$ cat config.mk
export PLATFORM = sky130hd
export DESIGN_NAME = pipe_stage_reg
export DESIGN_NICKNAME = d
export VERILOG_FILES = /design/src/rtl/riscv_pipe_pkg.sv /design/src/rtl/pipe_skid_buf.sv /design/src/rtl/pipe_stage_reg.sv
export SDC_FILE = /design/constraint.sdc
export NUM_CORES = 1
export LEC_CHECK = 0
export ABC_AREA = 1
export CORE_UTILIZATION = 35
export DETAILED_ROUTE_END_ITERATION = 6
export GPL_TIMING_DRIVEN = 0
export PLACE_DENSITY = 0.79
export SYNTH_ARGS = -nofsm -noshare
export SYNTH_HDL_FRONTEND = slang
export SYNTH_SLANG_ARGS = --single-unit
$ cat constraint.sdc
create_clock -name clk -period 1 [get_ports clk]
set_input_delay 0.1 -clock clk [delete_from_list [all_inputs] [get_ports clk]]
set_output_delay 0.1 -clock clk [all_outputs]
set_load 0.01 [all_outputs]
$ cat src/rtl/riscv_pipe_pkg.sv
// Shared widths and per-stage control encodings for the core's inter-stage registers.
// The all-zero control word is the architectural no-op used for bubbles.
package riscv_pipe_pkg;

    localparam int XLEN       = 32;
    localparam int WBSEL_W    = 2;
    localparam int CTRL_W_DEF = 8;

    typedef struct packed {
        logic               trap_req;
        logic               pred_taken;
        logic [5:0]         rsvd;
    } if_id_ctrl_t;

    typedef struct packed {
        logic               reg_wen;
        logic [WBSEL_W-1:0] wb_sel;
        logic               trap_req;
        logic               is_jalr;
        logic               mem_ren;
        logic               mem_wen;
        logic               br_en;
    } id_ex_ctrl_t;

    typedef struct packed {
        logic               reg_wen;
        logic [WBSEL_W-1:0] wb_sel;
        logic               trap_req;
        logic               mem_ren;
        logic               mem_wen;
        logic [1:0]         mem_size;
    } ex_mem_ctrl_t;

    typedef struct packed {
        logic               reg_wen;
        logic [WBSEL_W-1:0] wb_sel;
        logic               trap_req;
        logic [3:0]         rsvd;
    } mem_wb_ctrl_t;

    localparam logic [CTRL_W_DEF-1:0] CTRL_NOP = '0;

endpackage

$ cat src/rtl/pipe_skid_buf.sv
// Second holding entry for the pipeline register; catches the one input accepted
// while the main entry is stalled, so the upstream ready can be a flop.
module pipe_skid_buf
    import riscv_pipe_pkg::*;
#(
    parameter int DATA_W = 3 * XLEN,
    parameter int CTRL_W = CTRL_W_DEF
) (
    input  logic              clk,
    input  logic              reset,
    input  logic              flush,
    input  logic              load,
    input  logic              drain,
    input  logic [DATA_W-1:0] in_data,
    input  logic [CTRL_W-1:0] in_ctrl,
    output logic              valid,
    output logic [DATA_W-1:0] data,
    output logic [CTRL_W-1:0] ctrl
);

    always_ff @(posedge clk) begin
        if (reset) begin
            valid <= 1'b0;
            data  <= '0;
            ctrl  <= CTRL_W'(CTRL_NOP);
        end else if (flush) begin
            valid <= 1'b0;
            ctrl  <= CTRL_W'(CTRL_NOP);
        end else if (load) begin
            valid <= 1'b1;
            data  <= in_data;
            ctrl  <= in_ctrl;
        end else if (drain) begin
            valid <= 1'b0;
            ctrl  <= CTRL_W'(CTRL_NOP);
        end
    end

endmodule

$ cat src/rtl/pipe_stage_reg.sv
// Inter-stage pipeline register with valid/ready handshake and flush-to-bubble.
// Define PIPE_SKID_EN to add a skid entry and make in_ready a registered signal.
module pipe_stage_reg
    import riscv_pipe_pkg::*;
#(
    parameter int DATA_W = 3 * XLEN,
    parameter int CTRL_W = $bits(id_ex_ctrl_t)
) (
    input  logic              clk,
    input  logic              reset,
    input  logic              flush,
    input  logic              in_valid,
    output logic              in_ready,
    input  logic [DATA_W-1:0] in_data,
    input  logic [CTRL_W-1:0] in_ctrl,
    output logic              out_valid,
    input  logic              out_ready,
    output logic [DATA_W-1:0] out_data,
    output logic [CTRL_W-1:0] out_ctrl
);

    logic              main_valid, main_valid_nxt;
    logic [DATA_W-1:0] main_data, main_data_nxt;
    logic [CTRL_W-1:0] main_ctrl, main_ctrl_nxt;
    logic              emit;
    logic              accept;

    assign emit   = main_valid && out_ready;
    assign accept = in_valid && in_ready;

`ifdef PIPE_SKID_EN
    logic              skid_valid;
    logic [DATA_W-1:0] skid_data;
    logic [CTRL_W-1:0] skid_ctrl;
    logic              skid_load;
    logic              skid_drain;

    // skid_valid is a flop, so upstream never sees a path from out_ready
    assign in_ready   = !skid_valid;
    assign skid_load  = accept && main_valid && !emit;
    assign skid_drain = skid_valid && emit;

    pipe_skid_buf #(
        .DATA_W (DATA_W),
        .CTRL_W (CTRL_W)
    ) u_skid (
        .clk     (clk),
        .reset   (reset),
        .flush   (flush),
        .load    (skid_load),
        .drain   (skid_drain),
        .in_data (in_data),
        .in_ctrl (in_ctrl),
        .valid   (skid_valid),
        .data    (skid_data),
        .ctrl    (skid_ctrl)
    );

    always_comb begin
        main_valid_nxt = main_valid;
        main_data_nxt  = main_data;
        main_ctrl_nxt  = main_ctrl;
        if (skid_drain) begin
            main_valid_nxt = 1'b1;
            main_data_nxt  = skid_data;
            main_ctrl_nxt  = skid_ctrl;
        end else if (!main_valid || emit) begin
            if (accept) begin
                main_valid_nxt = 1'b1;
                main_data_nxt  = in_data;
                main_ctrl_nxt  = in_ctrl;
            end else begin
                main_valid_nxt = 1'b0;
                main_ctrl_nxt  = CTRL_W'(CTRL_NOP);
            end
        end
    end
`else
    assign in_ready = !main_valid || out_ready;

    always_comb begin
        main_valid_nxt = main_valid;
        main_data_nxt  = main_data;
        main_ctrl_nxt  = main_ctrl;
        if (in_ready) begin
            if (in_valid) begin
                main_valid_nxt = 1'b1;
                main_data_nxt  = in_data;
                main_ctrl_nxt  = in_ctrl;
            end else begin
                main_valid_nxt = 1'b0;
                main_ctrl_nxt  = CTRL_W'(CTRL_NOP);
            end
        end
    end
`endif

    // out_data is left alone on flush; only valid and ctrl define a bubble
    always_ff @(posedge clk) begin
        if (reset) begin
            main_valid <= 1'b0;
            main_data  <= '0;
            main_ctrl  <= CTRL_W'(CTRL_NOP);
        end else if (flush) begin
            main_valid <= 1'b0;
            main_ctrl  <= CTRL_W'(CTRL_NOP);
        end else begin
            main_valid <= main_valid_nxt;
            main_data  <= main_data_nxt;
            main_ctrl  <= main_ctrl_nxt;
        end
    end

    assign out_valid = main_valid;
    assign out_data  = main_data;
    assign out_ctrl  = main_ctrl;

endmodule

# == Word level (Yosys, flattened, before mapping) ==
# Index checks and enable logic that the tools add are counted.
# totals
n_memories,0
word_cells,10
ram_bits,0
regBits,105
inputBits,109
latch_bits,0
rom_bits,0
output_inout_bits,106
# op_classes
add_sub_neg,0
shift,0
reduce_logical,4
n_lt_le_gt_ge,0
n_div,0
eq_ne,0
mul,0
mux,2
bitwise_logic,1
# op_table
operator,n
2-to-1 mux 8 bit,1
AND reduction 3 bit,1
OR reduction 2 bit,1
logical NOT 1 bit,1
logical OR 1 bit,1
2-to-1 mux 1 bit,1
NOT 1 bit,1

# == Logic depth before layout (Yosys ltp) ==
# logic_depth
ltp_word,3
depth_mapped,8
depth_no_buf,5

# == Worst setup path after synthesis ==
# Ideal clock, no wire load.
# synth_timing
path_kind,register -> register
start,register main_valid (netlist: out_valid)
end,register main_data[18] (netlist: out_data[18])
n_path_buf,2
path_slack_ns,-0.091
arrival_time_ns,0.976
setup_time_ns,0.115
period_less_slack_ns,1.091
t_required_ns,0.885
stages_incl_launch_ff,6
path_cell_list,dfxtp_1 nand2_1 buf_2 buf_2 a21oi_1 nor2_1
# synth_between
elab_chain_len,3
# synth_lines
item,line,rtl
from (decl),pipe_stage_reg.sv:22,"logic main_valid, main_valid_nxt;"
from (signal assigned),pipe_stage_reg.sv:108,main_valid <= main_valid_nxt;
logical NOT 1 bit,pipe_stage_reg.sv:79,assign in_ready = !main_valid || out_ready;
logical OR 1 bit,pipe_stage_reg.sv:79,
AND reduction 3 bit (no line),n/a,
to (signal assigned),pipe_stage_reg.sv:109,main_data <= main_data_nxt;
to (decl),pipe_stage_reg.sv:23,"logic [DATA_W-1:0] main_data, main_data_nxt;"
# No other way between the ends.
# A chain may end at the register's enable or synchronous reset.

# == Final worst setup path ==
# layout_timing
start,register main_valid (netlist: out_valid)
end,output in_ready
# layout_between
elab_chain_len,2
# layout_lines
item,line,rtl
logical NOT 1 bit,pipe_stage_reg.sv:79,
logical OR 1 bit,pipe_stage_reg.sv:79,
to (decl),pipe_stage_reg.sv:13,"output logic in_ready,"
# No other way between the ends.

==> metrics.md <==
| Metric | Value |
|---|---|
| Status | finished, violations left |
| Failing checks | negative setup slack |
| Post-route cell area | between 8000 and 9000 um^2 |
| DR WL/cell | about 15 um |
| GRT Overall Usage | 21.9% |
| R2R depth | 6 |
| Fmax | slightly above 800 MHz |
| Antenna violations before repair | 0 |
| Final WL | 16,200 um |
| Slowest-stage cell, CP | dfxtp_2 |
| Nature of the critical path endpoint | primary output |
| Worst path required time | about 0.90 ns |
| FF+latch count, synth | 105 |
| Synth cell types | 15 |
| Met3 routed WL | about 1100 um |
| RSZ-0062 raised after global routing | yes |
| Overall power | roughly 10 mW |
| Tmin final | approximately 1.2 ns |
| Synth warnings | 0 |
| DR vias/cell | approximately 4.7 |
| CP startpoint | out_valid |
| Row count | just over 40 |
| Root buf cell | clkbuf_16 |
| Share of post-route cells with drive strength above 1 | approximately 38% |
| DR top layer | met4 |
| Area leader, netlist | dfxtp_1 |
| Hold WS | roughly 0.075 ns |
| DRC viols | 0 |
| GPL Wtd Cong | 0.849 |
| Post-synth design cell area | ~4700 um^2 |
| Final hold viol count | 0 |
| TritonCTS clock tree | built |
| Cell area power density | about 1300 nW/um^2 |
| DR iter-0 viols | about 230 |
| Critical Path AT | 1.13 ns |
| WP depth | 4 |
| Post-synthesis cell count | approximately 670 |
| Clock buffer depth | 2 |
| Reg2reg end | out_data[84] |
| Met2 Wirelength | about 8000 um |
| Die Wd | approximately 120 um |
| # diodes | 0 |
| Worst VDD drop | between 0.6 and 0.7 mV |
| First-pass GRT wire length | about 24,000 um |
| Die area | between 10,000 and 15,000 um^2 |
| Area growth syn-to-layout | 72.4% |
| Post-layout util | a little over three fifths |
| Fin nets | 1,029 |
| Hold buffers post-CTS | 0 |
| Sequential area share after synthesis | 44.8% |
| Buf+Inv Stages, Crit Path | 3 |
| Grt ovf | 0 |
| TritonCTS Buffers | 9 |
| Worst Path Class, Setup | reg2out |
| Slew of the pin with the lowest slew margin | 0.473 ns |
| Register area | around 2100 um^2 |
| Clk sinks | ~110 |
| Top-area cell type share of the netlist area | between 40 and 50% |
| CP top delay family | flip-flops |
| Maxcap violations | 0 |
| I/O pin count | 215 |
| Via count | around 5,100 |
| Initial DRT Pass Iterations | 4 |
| Die height | 118 um |
| Area of the multi-input gates | roughly 2400 um^2 |
| Maximum number of pins on one net before global-route repair | 16 |
| Crit-path max FO | 3 |
| Hold Path Stages | 3 |
| Relative slew slack | ~68% |
| H-tree levels | 3 |
| Worst-Skew Late Latency | about 0.35 ns |
| Post-DP HPWL | between 10,000 and 15,000 um |
| Setup Skew | 0.00444 ns |
| Detail Route Antenna Nets | 0 |
| Critical Path, Cell by Cell | nand2_4, buf_8, buf_8, buf_6 |
| Area post-placement | roughly 7100 um^2 |
| Clk slew on worst S/H paths | ~0.070 ns |
| Commonest non-fill, non-tap cells in the layout | 107 x buf_2, 106 x clkdlybuf4s50_1, 102 x nand2_1, 98 x inv_1, 94 x nor2_1 |
| PortBufs | around 210 |
| Final setup viols | around 110 |
| CP max stage delay | approximately 0.35 ns |
| Critical Path Start Type | flip-flop |
| Syn Nets | slightly below 800 |
| Leakage power | just under 4 nW |
| Syn Area/Cell | approximately 7.0 um^2 |
| Final setup margin | -0.227 ns |
| Reg-to-Reg Start | out_valid |
| Number of global-route vias before repair | between 4,000 and 5,000 |
| DRT met1 WL | between 6000 and 7000 um |
| HP Class | in2reg |
| Tcrit/Tclk final | 123% |
| CP most frequent cell | buf_8 |
| Commonest non-fill, non-tap cell in the layout | buf_2 |
| Core Region | around 13,000 um^2 |
| Slew Limit Fails | 0 |
| Fill count | ~1,100 |
| Starting density of the core | a little over a third |
| Crit path capture | in_ready |
| Worst reg2reg setup slack | -0.18 ns |
| Top post-synthesis cells by area | dfxtp_1 45%, a21oi_1 11%, nand3_1 11% |
==> power breakdown <==
part | switching, mW | internal, mW | leakage, nW
combinational | 1.09 | 1.19 | 2.96
clock | 1.57 | 1.79 | 0.133
sequential | 0.173 | 4.48 | 0.877
total | 2.84 | 7.46 | 3.97
==> worst register-to-register path: stages (launching register included) <==
cell and delay [ns]:
dfxtp_2 0.35, nand2_4 0.07, buf_8 0.13, buf_12 0.16, clkbuf_16 0.17, a21oi_2 0.14, nor2_1 0.06
==> flip-flops by register name (all words and copies together) (netlist names) <==
name       flops
out_ctrl       8
out_data      96
out_valid      1
==> area by class of cell <==
| cell class | count | share of cell area, % |
|---|---|---|
| multi-input combinational | 413 | 29.3 |
| clock inverter | 3 | 0.217 |
| inverter | 100 | 4.66 |
| clock buffer | 11 | 3.13 |
| sequential | 105 | 26.5 |
| buffer | 51 | 7.40 |
| timing repair buffer | 240 | 26.1 |
| tap | 172 | 2.66 |
==> repair_timing <==
action | 4_1_cts | 5_1_grt
pin swaps | 45 | 41
endpoints found under the setup margin | 211 | 112
setup buffers | 10 | 4
gates resized for setup | 596 | 77
gates cloned | 9 | 6
==> cell usage after synthesis <==
library cell,n
inv_1,98
or2_2,1
clkbuf_1,4
nand3_1,104
nor2_4,1
buf_4,2
nor2_1,97
nand2_1,105
dfxtp_1,105
buf_1,8
a21oi_1,105
buf_6,20
buf_2,21
inv_2,1
clkinv_1,1
==> kinds of logic (layout without fill, tap and decap cells) <==
| kind of cell | Yosys count | count (layout) | share of synthesized area (%) |
|---|---|---|---|
| simple gates | 308 | 308 | 27.6 |
| buf+inv | 155 | 405 | 16.3 |
| compound gates | 105 | 105 | 11.2 |
| flops | 105 | 105 | 44.8 |
==> worst min-delay path by stage <==
stage                     slack (ns)  startpoint     endpoint
after floorplan                 0.26  in_ctrl[0]  out_ctrl[0]
after global placement          0.44    in_valid  out_ctrl[3]
after detailed placement        0.44    in_valid    out_valid
after CTS                       0.07    in_valid    out_valid
after global routing            0.08    in_valid  out_ctrl[3]
final                           0.07    in_valid    out_valid
==> per-layer routing <==
| metal | vias up | global-route usage [%] |
|---|---|---|
| met1 | 2318 | 26.4 |
| met2 | 175 | 37.4 |
| met3 | 15 | 5.72 |
| met5 | - | 0 |
| li1 | 2591 | - |
| met4 | 0 | 7.77 |
==> stage by stage <==
step | instances | setup WS, ns | setup TNS [ns]
2_1_floorplan | 673 | -0.00926 | -0.843
6_report | 1095 | -0.227 | -14.24
3_5_place_dp | 1058 | -0.818 | -57.98
4_1_cts | 1091 | -0.227 | -13.89
3_3_place_gp | 1058 | -0.782 | -58.00
5_1_grt | 1095 | -0.259 | -19.22
Power figures use the tool's default switching activity.
